### src/rtl/dmem_port_arbiter.sv
// -----------------------------------------------------------------------------
// dmem_port_arbiter
//   Shares the single-port data RAM between the CPU memory stage and the
//   debug/loader port. Each requester uses a req/ack handshake; the RAM is
//   driven with active-low read/write strobes.
//
// Ports
//   CLK, RST                      clock (rising edge), async active-high reset
//   cpu_req/we/addr/wdata         CPU request, held stable until cpu_ack
//   cpu_ack, cpu_rdata            one-cycle completion pulse, registered read data
//   dbg_*                         same set for the debug/loader port
//   mem_rd_n, mem_wr_n            RAM strobes, active-low, low only in ACCESS
//   mem_addr, mem_wdata           latched address / write data of current access
//   mem_rdata                     RAM read data, valid RD_LAT cycles after access
//   owner                         0 = CPU, 1 = debug (current or last grant)
//   busy                          1 whenever the FSM is not in IDLE
//
// State   | meaning
// --------+---------------------------------------------------------------
// IDLE    | waiting for a request; arbitrates and latches the winner
// ACCESS  | one cycle with the strobe for the latched access asserted
// WAIT    | RD_LAT cycles of read latency; captures mem_rdata on the last
// RESP    | one-cycle ack to the owner, then back to IDLE
// -----------------------------------------------------------------------------
module dmem_port_arbiter #(
  parameter int AW     = 32,
  parameter int DW     = 32,
  parameter int RD_LAT = 1
) (
  input  logic          CLK,
  input  logic          RST,
  input  logic          cpu_req,
  input  logic          cpu_we,
  input  logic [AW-1:0] cpu_addr,
  input  logic [DW-1:0] cpu_wdata,
  output logic          cpu_ack,
  output logic [DW-1:0] cpu_rdata,
  input  logic          dbg_req,
  input  logic          dbg_we,
  input  logic [AW-1:0] dbg_addr,
  input  logic [DW-1:0] dbg_wdata,
  output logic          dbg_ack,
  output logic [DW-1:0] dbg_rdata,
  output logic          mem_rd_n,
  output logic          mem_wr_n,
  output logic [AW-1:0] mem_addr,
  output logic [DW-1:0] mem_wdata,
  input  logic [DW-1:0] mem_rdata,
  output logic          owner,
  output logic          busy
);

  typedef enum logic [1:0] {
    S_IDLE   = 2'd0,
    S_ACCESS = 2'd1,
    S_WAIT   = 2'd2,
    S_RESP   = 2'd3
  } state_t;

  // Counter runs RD_LAT-1 .. 0; the capture happens on the zero cycle.
  localparam logic [2:0] LP_WAIT_INIT = 3'(RD_LAT - 1);

  state_t      r_state;
  logic        r_last;
  logic        r_we;
  logic [2:0]  r_cnt;

  logic          w_grant_dbg;
  logic          w_sel_we;
  logic [AW-1:0] w_sel_addr;
  logic [DW-1:0] w_sel_wdata;

  // Tie goes to the port not served last; a lone requester always wins.
  assign w_grant_dbg = (cpu_req && dbg_req) ? ~r_last : dbg_req;
  assign w_sel_we    = w_grant_dbg ? dbg_we    : cpu_we;
  assign w_sel_addr  = w_grant_dbg ? dbg_addr  : cpu_addr;
  assign w_sel_wdata = w_grant_dbg ? dbg_wdata : cpu_wdata;

  assign busy = (r_state != S_IDLE);

  always_ff @(posedge CLK or posedge RST) begin
    if (RST) begin
      r_state   <= S_IDLE;
      r_last    <= 1'b1;
      r_we      <= 1'b0;
      r_cnt     <= '0;
      owner     <= 1'b0;
      cpu_ack   <= 1'b0;
      dbg_ack   <= 1'b0;
      cpu_rdata <= '0;
      dbg_rdata <= '0;
      mem_rd_n  <= 1'b1;
      mem_wr_n  <= 1'b1;
      mem_addr  <= '0;
      mem_wdata <= '0;
    end else begin
      case (r_state)
        S_IDLE: begin
          if (cpu_req || dbg_req) begin
            owner     <= w_grant_dbg;
            r_we      <= w_sel_we;
            mem_addr  <= w_sel_addr;
            mem_wdata <= w_sel_wdata;
            // Strobes are registered so they are low for exactly the ACCESS cycle.
            mem_wr_n  <= ~w_sel_we;
            mem_rd_n  <= w_sel_we;
            r_state   <= S_ACCESS;
          end
        end

        S_ACCESS: begin
          mem_rd_n <= 1'b1;
          mem_wr_n <= 1'b1;
          if (r_we) begin
            cpu_ack <= ~owner;
            dbg_ack <= owner;
            r_last  <= owner;
            r_state <= S_RESP;
          end else begin
            r_cnt   <= LP_WAIT_INIT;
            r_state <= S_WAIT;
          end
        end

        S_WAIT: begin
          if (r_cnt == 3'd0) begin
            if (owner) dbg_rdata <= mem_rdata;
            else       cpu_rdata <= mem_rdata;
            cpu_ack <= ~owner;
            dbg_ack <= owner;
            r_last  <= owner;
            r_state <= S_RESP;
          end else begin
            r_cnt <= r_cnt - 3'd1;
          end
        end

        S_RESP: begin
          cpu_ack <= 1'b0;
          dbg_ack <= 1'b0;
          r_state <= S_IDLE;
        end

        default: r_state <= S_IDLE;
      endcase
    end
  end

endmodule
### config.mk
export PLATFORM = sky130hd
export DESIGN_NAME = dmem_port_arbiter
export DESIGN_NICKNAME = d
export VERILOG_FILES = /design/src/rtl/dmem_port_arbiter.sv
export SDC_FILE = /design/constraint.sdc
export NUM_CORES = 1
export LEC_CHECK = 0
export ABC_AREA = 1
export ABC_CLOCK_PERIOD_IN_PS = 8900
export CORE_ASPECT_RATIO = 0.6
export CORE_MARGIN = 2
export CORE_UTILIZATION = 45
export CTS_CLUSTER_DIAMETER = 200
export DETAILED_ROUTE_END_ITERATION = 6
export GPL_TIMING_DRIVEN = 0
export PLACE_DENSITY = 0.84
export SYNTH_ARGS = -nofsm -noshare
export SYNTH_HDL_FRONTEND = slang
export SYNTH_SLANG_ARGS = --single-unit
### constraint.sdc
create_clock -name CLK -period 8.9 [get_ports CLK]
set_input_delay 1.78 -clock CLK [delete_from_list [all_inputs] [get_ports CLK]]
set_output_delay 1.78 -clock CLK [all_outputs]
set_load 0.1 [all_outputs]
## Yosys cells after proc, flatten, opt, wreduce, memory -nomap -nowiden

Index checks and enable logic that the tools add are counted.
W data, S select, Z words.

- Register bits after elaboration: 140
- Input bits: 166
- Output and inout port bits: 134

- Add/sub/neg operators: 1
- Eq/ne operators: 8
- Muxes and demuxes: 22
- Bitwise gates (word level): 3
- Reductions and logical operators: 16

Operators by type and width:

| kind | number |
|---|---|
| $mux W32 | 2 |
| $reduce_and A3 Y1 | 5 |
| $ne A2 B2 Y1 const B | 5 |
| $mux W1 | 9 |
| $pmux W2 S4 | 1 |
| $mux W3 | 2 |
| $pmux W1 S2 | 3 |
| $pmux W1 S3 | 2 |
| $pmux W3 S2 | 1 |
| $reduce_and A2 Y1 | 3 |
| $reduce_bool A2 Y1 | 3 |
| $eq A2 B2 Y1 const B | 2 |
| $mux W2 | 2 |
| $logic_not A3 Y1 | 1 |
| $not A1 Y1 | 3 |
| $reduce_bool A3 Y1 | 1 |
| $sub A3 B1 Y3 const B | 1 |
| $eq A2 B1 Y1 const B | 1 |
| $logic_not A2 Y1 | 1 |
| $logic_and A1 B1 Y1 | 1 |
| $logic_or A1 B1 Y1 | 1 |

## Logic depth before layout (Yosys ltp)

- Word-level depth: 6
- Mapped depth: 9

## Worst setup path before layout

OpenSTA, ideal clock, no wires.

- Path kind: register to output
- Start point: register r_state[0]
- End point: output port busy
- Arrival: 1,371 ps
- Required time: 7,120 ps
- Setup slack: 5,749 ps
- Stages on the path, launching flop included: 4
- Cell sequence: dfrtp_1 -> inv_1 -> ha_1 -> inv_1

- Word-level cells in the longest chain between the ends: 1

RTL lines:

| what | RTL line | RTL |
|---|---|---|
| from (decl) | 63 | `state_t r_state;` |
| from (signal assigned) | 83 | `r_state <= S_IDLE;` |
| from (signal assigned) | 107 | `r_state <= S_ACCESS;` |
| from (signal assigned) | 118 | `r_state <= S_RESP;` |
| $reduce_bool A2 Y1 | 79 | `assign busy = (r_state != S_IDLE);` |
| to (decl) | 50 | `output logic busy` |

No other way between the ends.

## Final worst setup path

Same ends and word-level chain as after synthesis.

==> flow_summary.yaml <==
sta:
  finalHoldViolCount: 0
  slew_headroom_pct: 27.29
  fmax_mhz: 229.8
  rsz0062_at_grt: "false"
  setup_viol: 0
  fin_crit_sh_pct: 48.90
  maxSlewViolCount: 0
  setup_tns_ps: 0
  final.setup_skew_ps: 11.85
  worst_pin_slew_ps: 1087
  finalCriticalPeriod_ps: 4352
logic_synthesis:
  synth.area.top_cells: "dfrtp_1 (53%), nand2_1 (24%), o21ai_0 (5.8%), nand3_1 (5.6%), inv_1 (2.9%)"
  synth_nets: 993
  synth_seq_area_share_pct: 54.54
  synth-compound-area-share_pct: 5.838
  postSynthAreaPerCell_um2: 7.851
  synthCells: 819
  synth.mux.area_fraction_pct: 0
  yosys_warnings: 0
  mappedNetlistArea_mm2: 0.006430
  ys_ff_latch: 140
  synth_xor_xnor_area_share_pct: 0
  synth_cell_type_count: 16
  synthSimpleGateAreaFrac_pct: 30.69
  synth_top_family_by_area: "simple AND/OR/NAND/NOR gates"
  yosysTopAreaCell: "dfrtp_1"
  synth_top_area_share_pct: 53.32
  yosys.area_share.adder_pct: 1.557
setup_path:
  path_max_fanout: 5
  start_kind: "flop"
  setup.worst_path.start: "r_state[0]$_DFFE_PP0P_"
  worst-setup-path-type: "flop to output pin"
  rr_startpoint: "r_cnt[0]$_DFFE_PP0P_"
  worstPathRequired_ps: 7120
  end_kind: "output pin"
  crit_arrival_ps: 2570
final_layout:
  diodes: 0
  final_layout_size_suffix_gt1_share_pct: 6.609
  mostFrequentLayoutCells: "nand2_1 (415), clkdlybuf4s50_1 (298), dfrtp_1 (137), o21ai_0 (74), nand3_1 (72)"
  fin_area_mm2: 0.01031
  fin_nets: 1311
  mostFrequentLayoutCell: "nand2_1"
  areaGrowthSynthToFinish_pct: 60.32
hold_path:
  hold_start: "mem_wdata[1]$_DFFE_PP0P_"
  worst_hold_path_type: "flop to flop"
global_routing:
  grt_pass1_vias: 6505
  antenna_found_initial: 0
  grt-ovfl-total: 0
  grt_start_max_net_pins: 92
  grt_first_pass_wirelength_um: 32390
  track_usage_pct: 27.41
cts:
  cts_setup_buffers: 0
  clk_pin_slew_ps: 60
  postCtsHoldBufs: 0
  htree_levels: 4
  cts_resized: 0
  clock_latency_ps: 400
  cts_tree: "yes"
  cts_buffer_depth: 2
  cts_sinks: 140
  numCtsBuffers: 17
  clockRootBuffer: "clkbuf_16"
floorplan:
  start_util_pct: 46.62
  core_mm2: 0.01379
  die_width_um: 158.3
  die_area_mm2: 0.01529
  io_pins: 300
  dieHeight_um: 96.59
  rows: 33
route:
  drt_iter0_markers: 452
  route.detailed.drc: 0
  final_antenna_net_count: 0
  vias_per_cell: 4.907
  dr.pass1.iters: 4
  vias: 6585
  avgRoutedWirePerCell_um: 15.65
  finalWirelength_um: 21010
run_status:
  status: "complete, no violations"
placement:
  place_hpwl_um: 15820
  numPortBuffers: 298
  post_dp_cell_area_mm2: 0.009686
  gp_congestion: 0.8351
job:
  drv_cap: 0
## Yosys cell counts
master and n:
inv_1 50, ha_1 8, a21oi_1 1, nor2_1 6
nand2_1 415, nand2_2 3, dfstp_2 3, nand3b_1 1
buf_4 5, buf_6 8, nand3_1 72, o21ai_0 74
buf_2 22, clkbuf_1 13, or2_2 1, dfrtp_1 137
## layout make-up
class                   count  area [um2]
inverters                  50       192.7
repair buffers            299        3010
plain buffers              48       286.5
clock inverters            14       183.9
well taps                 192       240.2
fillers                  1078        3482
multi-input cells         581        2449
clock buffers              18       439.2
flip-flops and latches    140        3507
## final timing paths
check                           slack, ps                         to  depth (start not counted)
worst max-delay path                 4550                       busy                          4
worst min-delay path                  480   mem_wdata[1]$_DFFE_PP0P_                          2
worst max register to register       7050  dbg_rdata[12]$_DFFE_PP0P_                          8
worst min register to register        480   mem_wdata[1]$_DFFE_PP0P_                          2
max in group asynchronous            6260       mem_rd_n$_DFFE_PP1P_                          3
min in group asynchronous            1790   cpu_rdata[6]$_DFFE_PP0P_                          2
## metal layers
metal / up-vias / track usage (%) / routed length, um
met5: - / 0 / 0
met3: 26 / 7.672 / 1631
met1: 3124 / 35.66 / 9146
met4: 0 / 7.282 / 325
li1: 3188 / - / -
met2: 247 / 45.76 / 9904
## registers in the layout, summed over array words and instances, names as in the netlist
signal and count:
cpu_rdata 32, dbg_rdata 32, mem_addr 32, mem_wdata 32, r_cnt 3, r_state 2
cpu_ack 1, dbg_ack 1, mem_rd_n 1, mem_wr_n 1, owner 1, r_last 1
r_we 1
## kinds of logic after synthesis
kind of cell    after synthesis
compound gates               75
simple gates                498
fa+ha+maj                     8
buf+inv                      98
flops                       140
## critical path: stages, from the launching register on
cell and delay, ps:
dfrtp_1 410, inv_1 140, ha_1 270, inv_1 170, clkdlybuf4s50_1 1180
## stage by stage
step	std cells	utilization, %	hold WS (ps)	setup slack (ps)
after CTS	1342	74.75	480.3	4545
final	1342	74.75	477.1	4548
after floorplan	819	-	453.0	3372
after global routing	1342	74.75	496.9	4464
after global placement	1309	70.00	462.0	1428
after detailed placement	1310	70.23	464.1	5002
Power is not shown: default switching activity piles up to over one toggle a cycle in this logic, so the estimate is an artifact.
